<file path="src/rtl/cache_fsm_if.sv">
// Processor-side request/response bundle of the cache controller.
// The master drives a request; the slave (cache_fsm) answers it.
interface cache_fsm_if;
    logic [15:0] Addr;
    logic [15:0] DataIn;
    logic        Rd;
    logic        Wr;
    logic [15:0] DataOut;
    logic        Done;
    logic        Stall;
    logic        CacheHit;
    logic        Err;

    modport master (
        output Addr, DataIn, Rd, Wr,
        input  DataOut, Done, Stall, CacheHit, Err
    );

    modport slave (
        input  Addr, DataIn, Rd, Wr,
        output DataOut, Done, Stall, CacheHit, Err
    );
endinterface

</file>
<file path="src/rtl/cache_fsm.sv">
// Write-back cache controller: serves hits in the request cycle, writes back a
// dirty victim line (WB), refills the line from memory (FILL), then replays
// the latched request against the refilled line (RETRY).
module cache_fsm #(
    parameter int MEM_LAT = 2
) (
    input  logic        clk,
    input  logic        rst,
    cache_fsm_if.slave  cpu,
    // cache array
    output logic        c_enable,
    output logic [7:0]  c_index,
    output logic [2:0]  c_offset,
    output logic        c_comp,
    output logic        c_write,
    output logic [4:0]  c_tag_out,
    output logic [15:0] c_data_in,
    output logic        c_valid_in,
    input  logic        c_hit,
    input  logic        c_dirty,
    input  logic        c_valid,
    input  logic [4:0]  c_tag_in,
    input  logic [15:0] c_data_out,
    // memory
    output logic [15:0] m_addr,
    output logic [15:0] m_data_in,
    output logic        m_wr,
    output logic        m_rd,
    input  logic [15:0] m_data_out,
    input  logic        m_stall
);

    // ERR is never entered from a legal state; it parks any corrupted encoding back in IDLE.
    typedef enum logic [2:0] {IDLE, WB, FILL, RETRY, ERR} stateType;

    // One outstanding-read slot: which line word will arrive when this slot reaches the end.
    typedef struct packed {
        logic       valid;
        logic [1:0] word;
    } pendEntry;

    stateType    state, stateNext;
    logic [15:0] reqAddr;
    logic [15:0] reqData;
    logic        reqRd;
    logic        reqWr;
    logic [4:0]  victimTag;
    logic [1:0]  wbWord;
    logic [2:0]  issueCnt;     // reads issued so far in FILL; bit 2 set means all four are out
    pendEntry    pend [MEM_LAT];
    pendEntry    installEntry;

    logic        missAccept;
    logic        wbAdvance;
    logic        issueAccept;

    // State register, latched request, write-back/issue counters and the read-return tracker.
    always_ff @(posedge clk or negedge rst) begin
        if (!rst) begin
            state     <= IDLE;
            reqAddr   <= '0;
            reqData   <= '0;
            reqRd     <= 1'b0;
            reqWr     <= 1'b0;
            victimTag <= '0;
            wbWord    <= '0;
            issueCnt  <= '0;
            // NOTE: the tracker is a handful of control flops, not a RAM, so it is cleared
            // here; that is what makes data returning after an aborted fill harmless.
            for (int i = 0; i < MEM_LAT; i++) pend[i] <= '0;
        end else begin
            // NOTE: non-blocking assignments keep every register sampling pre-edge values,
            // so the shift chain below moves exactly one stage per clock.
            state <= stateNext;
            if (missAccept) begin
                reqAddr   <= cpu.Addr;
                reqData   <= cpu.DataIn;
                reqRd     <= cpu.Rd;
                reqWr     <= cpu.Wr;
                victimTag <= c_tag_in;
                wbWord    <= '0;
                issueCnt  <= '0;
            end
            if (wbAdvance)   wbWord   <= wbWord + 2'd1;
            if (issueAccept) issueCnt <= issueCnt + 3'd1;
            pend[0] <= '{valid: issueAccept, word: issueCnt[1:0]};
            for (int i = 1; i < MEM_LAT; i++) pend[i] <= pend[i-1];
        end
    end

    // Next-state selection and all cache/memory/processor outputs; everything is forced low in reset.
    always_comb begin
        // NOTE: every output gets a default before the case so no path can infer a latch.
        stateNext    = state;
        missAccept   = 1'b0;
        wbAdvance    = 1'b0;
        issueAccept  = 1'b0;
        installEntry = pend[MEM_LAT-1];
        cpu.DataOut  = '0;
        cpu.Done     = 1'b0;
        cpu.Stall    = 1'b0;
        cpu.CacheHit = 1'b0;
        cpu.Err      = 1'b0;
        c_enable     = 1'b0;
        c_index      = '0;
        c_offset     = '0;
        c_comp       = 1'b0;
        c_write      = 1'b0;
        c_tag_out    = '0;
        c_data_in    = '0;
        c_valid_in   = 1'b0;
        m_addr       = '0;
        m_data_in    = '0;
        m_wr         = 1'b0;
        m_rd         = 1'b0;

        if (rst) begin
            case (state)
                IDLE: begin
                    if (cpu.Rd && cpu.Wr) begin
                        cpu.Err = 1'b1;
                    end else if (cpu.Rd ^ cpu.Wr) begin
                        c_enable   = 1'b1;
                        c_comp     = 1'b1;
                        c_write    = cpu.Wr;
                        c_index    = cpu.Addr[10:3];
                        c_offset   = cpu.Addr[2:0];
                        c_tag_out  = cpu.Addr[15:11];
                        c_data_in  = cpu.DataIn;
                        c_valid_in = cpu.Wr;
                        if (c_hit && c_valid) begin
                            cpu.Done     = 1'b1;
                            cpu.CacheHit = 1'b1;
                            cpu.DataOut  = c_data_out;
                        end else begin
                            missAccept = 1'b1;
                            stateNext  = (c_valid && c_dirty) ? WB : FILL;
                        end
                    end
                end

                WB: begin
                    cpu.Stall = 1'b1;
                    c_enable  = 1'b1;
                    c_index   = reqAddr[10:3];
                    c_offset  = {wbWord, 1'b0};
                    m_wr      = 1'b1;
                    m_addr    = {victimTag, reqAddr[10:3], wbWord, 1'b0};
                    m_data_in = c_data_out;
                    if (!m_stall) begin
                        wbAdvance = 1'b1;
                        if (wbWord == 2'd3) stateNext = FILL;
                    end
                end

                FILL: begin
                    cpu.Stall = 1'b1;
                    if (!issueCnt[2]) begin
                        m_rd   = 1'b1;
                        m_addr = {reqAddr[15:11], reqAddr[10:3], issueCnt[1:0], 1'b0};
                        if (!m_stall) issueAccept = 1'b1;
                    end
                    // Installs run alongside issues; a fill-mode write leaves the line clean.
                    if (installEntry.valid) begin
                        c_enable   = 1'b1;
                        c_write    = 1'b1;
                        c_index    = reqAddr[10:3];
                        c_offset   = {installEntry.word, 1'b0};
                        c_tag_out  = reqAddr[15:11];
                        c_data_in  = m_data_out;
                        c_valid_in = 1'b1;
                        if (installEntry.word == 2'd3) stateNext = RETRY;
                    end
                end

                RETRY: begin
                    cpu.Stall   = 1'b1;
                    cpu.Done    = 1'b1;
                    cpu.DataOut = reqRd ? c_data_out : 16'h0000;
                    c_enable    = 1'b1;
                    c_comp      = 1'b1;
                    c_write     = reqWr;
                    c_index     = reqAddr[10:3];
                    c_offset    = reqAddr[2:0];
                    c_tag_out   = reqAddr[15:11];
                    c_data_in   = reqData;
                    c_valid_in  = reqWr;
                    stateNext   = IDLE;
                end

                default: stateNext = IDLE;
            endcase
        end
    end

endmodule

</file>
<file path="src/flat_wrapper.sv">
// flat-port wrapper written by rule: the top's interface ports become plain ports
module cache_fsm_flat 
#(
    parameter int MEM_LAT = 2
)
  (clk, rst, c_enable, c_index, c_offset, c_comp, c_write, c_tag_out, c_data_in, c_valid_in, c_hit, c_dirty, c_valid, c_tag_in, c_data_out, m_addr, m_data_in, m_wr, m_rd, m_data_out, m_stall, cpu_Addr, cpu_DataIn, cpu_Rd, cpu_Wr, cpu_DataOut, cpu_Done, cpu_Stall, cpu_CacheHit, cpu_Err);
  cache_fsm_if cpu_i ();
  input  logic clk;
  input  logic rst;
  output logic c_enable;
  output logic [7:0] c_index;
  output logic [2:0] c_offset;
  output logic c_comp;
  output logic c_write;
  output logic [4:0] c_tag_out;
  output logic [15:0] c_data_in;
  output logic c_valid_in;
  input  logic c_hit;
  input  logic c_dirty;
  input  logic c_valid;
  input  logic [4:0] c_tag_in;
  input  logic [15:0] c_data_out;
  output logic [15:0] m_addr;
  output logic [15:0] m_data_in;
  output logic m_wr;
  output logic m_rd;
  input  logic [15:0] m_data_out;
  input  logic m_stall;
  input wire logic [$bits(cpu_i.Addr)-1:0] cpu_Addr;
  input wire logic [$bits(cpu_i.DataIn)-1:0] cpu_DataIn;
  input wire logic [$bits(cpu_i.Rd)-1:0] cpu_Rd;
  input wire logic [$bits(cpu_i.Wr)-1:0] cpu_Wr;
  output wire logic [$bits(cpu_i.DataOut)-1:0] cpu_DataOut;
  output wire logic [$bits(cpu_i.Done)-1:0] cpu_Done;
  output wire logic [$bits(cpu_i.Stall)-1:0] cpu_Stall;
  output wire logic [$bits(cpu_i.CacheHit)-1:0] cpu_CacheHit;
  output wire logic [$bits(cpu_i.Err)-1:0] cpu_Err;
  assign cpu_i.Addr = cpu_Addr;
  assign cpu_i.DataIn = cpu_DataIn;
  assign cpu_i.Rd = cpu_Rd;
  assign cpu_i.Wr = cpu_Wr;
  assign cpu_DataOut = cpu_i.DataOut;
  assign cpu_Done = cpu_i.Done;
  assign cpu_Stall = cpu_i.Stall;
  assign cpu_CacheHit = cpu_i.CacheHit;
  assign cpu_Err = cpu_i.Err;
  cache_fsm #(.MEM_LAT(MEM_LAT)) u_core (.clk(clk), .rst(rst), .cpu(cpu_i), .c_enable(c_enable), .c_index(c_index), .c_offset(c_offset), .c_comp(c_comp), .c_write(c_write), .c_tag_out(c_tag_out), .c_data_in(c_data_in), .c_valid_in(c_valid_in), .c_hit(c_hit), .c_dirty(c_dirty), .c_valid(c_valid), .c_tag_in(c_tag_in), .c_data_out(c_data_out), .m_addr(m_addr), .m_data_in(m_data_in), .m_wr(m_wr), .m_rd(m_rd), .m_data_out(m_data_out), .m_stall(m_stall));
endmodule
</file>
<file path="config.mk">
export PLATFORM = sky130hd
export DESIGN_NAME = cache_fsm_flat
export DESIGN_NICKNAME = d
export VERILOG_FILES = /design/src/rtl/cache_fsm_if.sv /design/src/rtl/cache_fsm.sv /design/src/flat_wrapper.sv
export SDC_FILE = /design/constraint.sdc
export NUM_CORES = 1
export LEC_CHECK = 0
export ABC_AREA = 0
export BUFFER_PORTS_ARGS = -buffer_cell sky130_fd_sc_hd__buf_2
export CAP_MARGIN = 20
export CORE_MARGIN = 4
export CORE_UTILIZATION = 37
export DETAILED_ROUTE_END_ITERATION = 10
export PLACE_DENSITY = 0.68
export SLEW_MARGIN = 40
export SYNTH_ARGS = -nofsm -noshare
export SYNTH_HDL_FRONTEND = slang
export SYNTH_SLANG_ARGS = --single-unit
</file>
<file path="constraint.sdc">
create_clock -name clk -period 2.72 [get_ports clk]
set_input_delay 0.408 -clock clk [delete_from_list [all_inputs] [get_ports clk]]
set_output_delay 0.408 -clock clk [all_outputs]
set_load 0.02 [all_outputs]
</file>
Word-level counts from Yosys, hierarchy flattened:

Index checks and enable logic that the tools add are counted.

* flip-flop bits (word level): 53
* input port bits: 77
* output and inout port bits: 90
* logic and storage cells: 119

* add/subtract/negate cells: 2
* equality and inequality tests: 12
* muxes and demuxes: 83
* bitwise gates (word level): 1
* reduce and logical (&&, ||, !) cells: 9

Operator list (count)
* 2-to-1 mux 16 bit: 13
* one-hot mux 16 bit (2 select lines): 2
* one-hot mux 16 bit (3 select lines): 1
* 2-to-1 mux 3 bit: 13
* 2-to-1 mux 1 bit: 35
* 2-to-1 mux 8 bit: 4
* one-hot mux 8 bit (3 select lines): 1
* 2-to-1 mux 5 bit: 4
* one-hot mux 5 bit (3 select lines): 1
* one-hot mux 3 bit (4 select lines): 1
* one-hot mux 3 bit (3 select lines): 1
* != test 2 x 1 -> 1 bit (second input constant): 4
* AND reduction 8 bit: 1
* == test 3 x 2 -> 1 bit (second input constant): 2
* 2-to-1 mux 2 bit: 3
* != test 2 bit (second input constant): 3
* one-hot mux 1 bit (3 select lines): 2
* == test 2 bit (second input constant): 2
* one-hot mux 1 bit (2 select lines): 2
* nonzero test 2 bit: 2
* adder 3 x 1 -> 3 bit (second input constant): 1
* == test 3 x 1 -> 1 bit (second input constant): 1
* logical AND 1 bit: 3
* logical NOT 3 bit: 1
* other kinds (4): 4

Depth between registers and ports, before layout:

Gate-level depths: netlist (run 1).

* depth after elaboration: 8
* gate-level depth with buffers: 8
* depth with buffers taken out: 7

Worst setup path after synthesis (run 1):

Ideal clock, no wire load.

* path kind: register to output
* start: register u_core.state[1]
* end: output port c_write
* data arrival time: 1838 ps
* data required time: 2312 ps
* path slack: 474 ps
* cell stages (with the launch flop): 8
* path buffers: 3
* cell sequence: dfrtp_1 > inv_1 > ha_1 > clkbuf_1 > nand2b_1 > clkbuf_1 > nor2_1 > buf_4

* cells in the longest elaborated chain, start to end: 3
* elaborated cells on any way between the ends: 5
* classes of those cells: eq/ne (2); mux (2); reduce/logical (1)

RTL lines
* start: declaration: line cache_fsm.sv:42 `stateType state, stateNext;`
* start signal: assignment: line cache_fsm.sv:74 `state <= stateNext;`
* == test 3 x 2 -> 1 bit or logical NOT 3 bit (tied branches)
* one-hot mux 1 bit (3 select lines) *
* 2-to-1 mux 1 bit *
* end: declaration: line flat_wrapper.sv:14 `output logic c_write;`

Mark *: on every way between the ends. The rest lies on a longest branch, timed or not.

Final worst setup path (run 1):

* start: register u_core.state[1]
* end: output port cpu_DataOut[0]

* cells in the longest elaborated chain, start to end: 3
* elaborated cells on any way between the ends: 4
* classes of those cells: eq/ne (1); mux (2); reduce/logical (1)

RTL lines
* == test 3 x 2 -> 1 bit or logical NOT 3 bit (tied branches): line cache_fsm.sv:118 `case (state)`
* one-hot mux 16 bit (2 select lines) *: line cache_fsm.sv:118
* 2-to-1 mux 16 bit *: line cache_fsm.sv:117 `if (rst) begin`
* end: declaration: line flat_wrapper.sv:33 `output wire logic [$bits(cpu_i.DataOut)-1:0] cpu_DataOut;`

Marks and branches as above.

==> results.md, run 1 <==
- Routed vias/inst: 5.339
- Yosys top cell area share: 0.4158
- Reg2reg setup slack: 0.58 ns
- Simple-Gate Fraction of Synth Area: 0.1979
- Period utilization: 0.9398
- RSZ-0062 raised after global routing: no
- Pre-Repair DR Iteration Count: 5
- Residual DRC: 0
- Post-synth EDFFs: 0
- Synthesized flop and latch total: 52
- Ys async rst share: 1.000
- Layout cells sized above 1: 0.5021
- HP Class: in2async
- PortBufs: 165
- # diodes: 0
- Crit path capture type: output port
- Starting Density: 0.3808
- Ports: 167
- Row cnt: 33
- Xor and xnor area share after synthesis: 0
- CTS max path bufs: 2
- Largest net degree at the start of global routing: 46
- Post-Syn Area per Cell: 10.29 um^2
- Grt ovf: 0
- Total Wirelength: 9417 um
- Worst Skew: 0.005255 ns
- Logic pwr share: 0.499
- Leakage: 0.002268 uW
- Sw frac: 0.4082
- Synth area leaders: dfrtp_1, mux2_2, a222oi_1, and2_1, nor2_1
- CTS tree: built
- Critical path's top delay family: simple AND/OR/NAND/NOR gates
- Compound-gate portion of the synthesized area: 0.1539
- Slew Limit Headroom: 0.6362
- Distinct cells, synth: 39
- Largest family of logic cells by synthesized area: simple AND/OR/NAND/NOR gates
- Req. time, crit path: 2.31 ns
- Crit-path cells: inv_1 -> ha_4 -> nor3b_4 -> a32oi_2 -> nor2_2 -> and2_1 -> buf_2
- Gr usage total: 0.1800
- Die area: 0.009993 mm^2
- Post-Synthesis Cells: 304
- Multiplexer area fraction after synthesis: 0.1415
- Sum Neg Setup Slack: 0 ns
- HPWL after detailed placement: 7035 um
- Number of global-route vias before repair: 2,948
- Power density over the cells: 873.1 mW/mm^2
- Crit-path max cell delay: 0.46 ns
- CTS buffer count: 5
- # H-tree levels: 2
- First-pass GRT wire length: 14,870 um
- Worst-margin pin slew: 0.5457 ns
- Status: finished clean
- Post-layout min period: 2.556 ns
- Die Span X: 99.97 um
- Area Overhead vs Synth: 33.75%
- Clock Power Share: 0.125
- Peak supply drop: 0.0004272 V
- Switch Pwr: 1492 uW
- Fill cells: 811
- GPL Wtd Cong: 0.8091
- Ys flop type: dfrtp_1
- CTS Sinks: 52
- Synth Cell Area: 0.003129 mm^2
- Pint: 2163 uW
- Initial antenna violation count: 1
- YS warnings: 0
- Die H: 99.97 um
- Clk slew on worst S/H paths: 0.09 ns
- Synth Area in Adders: 0.03599
- Total power: 3654 uW
- Fmax: 391.2 MHz
- Arr. time, crit path: 2.15 ns
- Via Count: 3,059
- Nets: 553
- Drt initial violations: 177
- DRT antenna net count: 0
- Maxcap violations: 0
- Register area share after synthesis: 0.4158
- Leading area contributor after synthesis: dfrtp_1
- CP Max Fanout: 11
- Wire per inst: 16.43 um
- Hold Vio Cnt, Final: 0
- CP Class: reg2out
- Clock Tree Root: clkbuf_8
- Net count after synthesis: 390
- Sequential share of power: 0.376
- Crit path buffers/inverters: 2
- Setup-failing EPs final: 0
- Max stage delay cell, worst path: dfrtp_1
- Fin util: 0.5094
- Startpoint Class: register
- Fin. max-slew vios: 0
- CORE AREA: 0.008217 mm^2
- Clk Latency, worst-skew pair: 0.30 ns
through the flow:
stage | setup WS [ns] | instance area [um^2] | hold slack [ns] | std cells
final | 0.1638 | 4185 | 0.1960 | 573
after global routing | 0.006380 | 4185 | 0.2317 | 573
after CTS | 0.04237 | 4135 | 0.1987 | 570
after detailed placement | 0.2669 | 4024 | 0.3112 | 561
after global placement | 0.3963 | 4024 | 0.3118 | 561
after floorplan | 0.4740 | 3129 | 0.1124 | 304
what timing repair did:
| item | CTS | global route |
|---|---|---|
| endpoints found under the setup margin | 18 | 53 |
| buffers inserted | 0 | 2 |
| hold buffers | 1 | 0 |
| pin swaps | 0 | 2 |
| cloned | 0 | 1 |
| hold endpoints to repair | 6 | 0 |
| resized for setup | 2 | 6 |
layout by cell type (no fill, tap or decap), types with 2 or more instances in the layout:
cell | Yosys | final
buf_2 | 2 | 165
dfrtp_1 | 52 | 52
nor2_1 | 41 | 39
mux2_2 | 34 | 34
and2_1 | 27 | 27
and3_1 | 18 | 18
a222oi_1 | 18 | 18
a22oi_1 | 13 | 13
buf_4 | 4 | 12
nand2_1 | 10 | 10
a22o_1 | 9 | 9
ha_1 | 9 | 7
inv_1 | 6 | 6
nand3_1 | 6 | 6
clkbuf_8 | 0 | 6
a21oi_1 | 5 | 5
mux2_4 | 4 | 4
o21ai_0 | 4 | 4
nor2_2 | 1 | 3
nand2b_1 | 3 | 3
nor2b_1 | 2 | 2
a221oi_1 | 2 | 2
logic make-up after synthesis:
group | count (synthesis)
DFF | 52
adders and majority gates | 9
and+or+nand+nor | 115
muxes | 38
AOI/OAI and AO/OA | 59
other | 1
buffers and inverters | 30
power by group through the flow:
stage	clock network (uW)	registers (uW)	logic (uW)
after floorplan	0	1300	1280
after global placement	0	1370	1710
after detailed placement	0	1380	1750
after CTS	469	1370	1770
after global routing	503	1420	2000
final	457	1380	1820
final timing paths:
check	start	end	cells past startpoint
setup / recovery	u_core.state[1]	cpu_DataOut[0]	7
hold / removal	rst	u_core.reqAddr[15]	2
setup reg to reg	u_core.state[1]	u_core.reqAddr[2]	5
hold reg to reg	u_core.pend[4]	u_core.installEntry[1]	0
max in group asynchronous	rst	u_core.reqAddr[5]	2
min in group clk	c_tag_in[4]	u_core.victimTag[4]	2
Yosys cell counts, types with 2 or more instances:
| library cell | count |
|---|---|
| a22oi_1 | 13 |
| a21oi_1 | 5 |
| and2_1 | 27 |
| nor2b_1 | 2 |
| nand2b_1 | 3 |
| buf_4 | 4 |
| inv_1 | 6 |
| and3_1 | 18 |
| buf_6 | 5 |
| nor2_1 | 41 |
| nand3_1 | 6 |
| a222oi_1 | 18 |
| o21ai_0 | 4 |
| clkbuf_1 | 13 |
| buf_2 | 2 |
| a22o_1 | 9 |
| ha_1 | 9 |
| mux2_2 | 34 |
| a221oi_1 | 2 |
| nand2_1 | 10 |
| mux2_4 | 4 |
| dfrtp_1 | 52 |
final cells by class:
type | count | area (um^2) | share of cell area
Tap cell | 105 | 131.4 | 0.03139
Clock buffer | 7 | 86.33 | 0.02063
Multi-Input combinational cell | 223 | 1699 | 0.4060
Timing Repair Buffer | 179 | 937.1 | 0.2239
Clock inverter | 1 | 7.507 | 0.001794
Sequential cell | 52 | 1301 | 0.3109
Inverter | 6 | 22.52 | 0.005381
metal layers:
| layer | share of wire | vias up | track usage |
|---|---|---|---|
| li1 | - | 1438 | - |
| met1 | 0.42 | 1475 | 0.2420 |
| met5 | 0.0013 | - | 0 |
| met3 | 0.090 | 8 | 0.05003 |
| met4 | 0.0058 | 2 | 0.02941 |
| met2 | 0.49 | 136 | 0.2950 |
sequential cells by signal, summed over array words and instances, names as in the netlist:
| name | flops |
|---|---|
| u_core.installEntry | 3 |
| u_core.state | 2 |
| u_core.reqAddr | 16 |
| u_core.victimTag | 5 |
| u_core.wbWord | 2 |
| u_core.reqData | 16 |
| u_core.issueCnt | 3 |
| u_core.reqWr | 1 |
| u_core.reqRd | 1 |
| u_core.pend | 3 |
Note: power is estimated with default switching activity, not from simulation.
==> run 2: changes to the inputs <==
--- a/config.mk
+++ b/config.mk
@@ -8,6 +8,7 @@
 export ABC_AREA = 0
 export BUFFER_PORTS_ARGS = -buffer_cell sky130_fd_sc_hd__buf_2
 export CAP_MARGIN = 20
+export CORE_ASPECT_RATIO = 0.75
 export CORE_MARGIN = 4
 export CORE_UTILIZATION = 37
 export DETAILED_ROUTE_END_ITERATION = 10
==> results.md, run 2 (synthesis gave the netlist of run 1 again) <==
- Register-to-Register Path Depth: 6
- Starting Density: 0.3884
- First-pass GRT wire length: 14,890 um
- CTS tree: built
- # H-tree levels: 2
- RSZ-0062 raised after global routing: no
- Setup-failing EPs final: 0
- CORE AREA: 0.008058 mm^2
- Req. time, crit path: 2.31 ns
- Placed insts: 561
- Residual DRC: 0
- Initial antenna violation count: 0
- Worst Skew: 0.006035 ns
- Maxcap violations: 0
- Area of the multi-input gates: 0.001678 mm^2
- Largest net degree at the start of global routing: 46
- PortBufs: 165
- Post-CTS setup buffer count: 0
- GPL Wtd Cong: 0.8085
- Die H: 87.65 um
- Period utilization: 0.9327
- Fin. max-slew vios: 0
- Power density over the cells: 931.3 mW/mm^2
- Sum Neg Setup Slack: 0 ns
- Fill cells: 741
- Hold Vio Cnt, Final: 0
- Worst reg2reg path startpoint: u_core.state[1]
- Die area: 0.01001 mm^2
- Routed vias/inst: 5.368
- Die Span X: 114.2 um
- Clk slew on worst S/H paths: 0.07 ns
- CP Max Fanout: 10
- CTS max path bufs: 2
- Critical path origin: u_core.state[1]
- Status: finished clean
- Hold Slack: 0.2099 ns
- Leakage: 0.002309 uW
- HP Class: in2async
- CTS Sinks: 52
- Gr usage total: 0.1832
- Pre-Repair DR Iteration Count: 5
- Number of global-route vias before repair: 3,033
- Nets: 550
- Wire per inst: 16.53 um
- Fmax: 394.2 MHz
- CTS buffer count: 5
- Ports: 167
- HPWL after detailed placement: 7106 um
- Post-layout min period: 2.537 ns
- Biggest regs: u_core.reqAddr x16, u_core.reqData x16, u_core.victimTag x5
- Clock Tree Root: clkbuf_16
- Clk Latency, worst-skew pair: 0.29 ns
- Storage cell area: 0.001301 mm^2
- Startpoint Class: register
- CP Class: reg2out
- Area Overhead vs Synth: 35.79%
- Peak supply drop: 0.0004438 V
- Reg2reg setup slack: 0.40 ns
- Final Non-Filler Cells: 570
- Layout cells sized above 1: 0.4968
- R2R Path End: u_core.reqData[0]
- Worst-margin pin slew: 0.5611 ns
- Commonest non-fill, non-tap cells in the layout: buf_2, dfrtp_1, nor2_1
- # diodes: 0
- Total Wirelength: 9422 um
- Via Count: 3,060
- Drt initial violations: 185
- Row cnt: 28
- Crit path capture type: output port
- DRT antenna net count: 0
- Grt ovf: 0
- Slew Limit Headroom: 0.6259
- Arr. time, crit path: 2.13 ns
- Commonest non-fill, non-tap cell in the layout: buf_2
run 2: cell count changes in the layout (fill, tap and decap cells not counted), moves of 2 or more:
cell       previous run  this run
nor2_2                3         1
buf_4                12        10
bufinv_16             0         2
clkbuf_16             0         5
clkbuf_8              6         0
ha_1                  7         9
run 2: critical path, cell delays in order (launching register included):
cell and delay (ns):
dfrtp_1 0.45, inv_1 0.14, ha_1 0.25, buf_4 0.18, and4bb_2 0.45, a22o_1 0.21, buf_2 0.16
run 2: power breakdown:
part	internal, uW	total (uW)	switching [uW]
logic	791	1770	983
registers	1130	1370	234
clock network	531	815	285
run 2: how the worst max path moves through the flow:
| stage | slack, ns | endpoint |
|---|---|---|
| final | 0.18 | c_index[7] |
| after detailed placement | 0.36 | c_offset[0] |
| after global placement | 0.35 | c_offset[0] |
| after floorplan | 0.47 | c_write |
| after CTS | 0.03 | m_addr[6] |
| after global routing | 0.01 | cpu_DataOut[8] |
run 2: timing repair:
action	in CTS	in global routing
hold buffers	1	0
resized for setup	1	3
hold endpoints to repair	4	0
setup endpoints to repair	1	26
run 2: metrics by stage:
stage	power, uW	setup WS [ns]	cell area, um^2	utilization
finish	3957	0.1832	4249	0.5273
global route	4239	0.01412	4249	0.5273
CTS	3976	0.02981	4238	0.5259
detailed placement	3139	0.3602	4026	0.4997
global placement	3092	0.3522	4024	0.4994
floorplan	2580	0.4740	3129	-
run 2: cell type report:
| type | count | share of cell area |
|---|---|---|
| sequential | 52 | 0.3062 |
| clock buffer | 5 | 0.02945 |
| clock inverter | 3 | 0.01620 |
| tap | 105 | 0.03092 |
| timing repair buffer | 177 | 0.2170 |
| multi-input combinational | 222 | 0.3949 |
| inverter | 6 | 0.005300 |
run 2: routing by layer:
layer	routed length [um]	global-route usage
met1	4043	0.2466
met2	4392	0.3071
met5	0	0
met3	936	0.03867
met4	48	0.03883
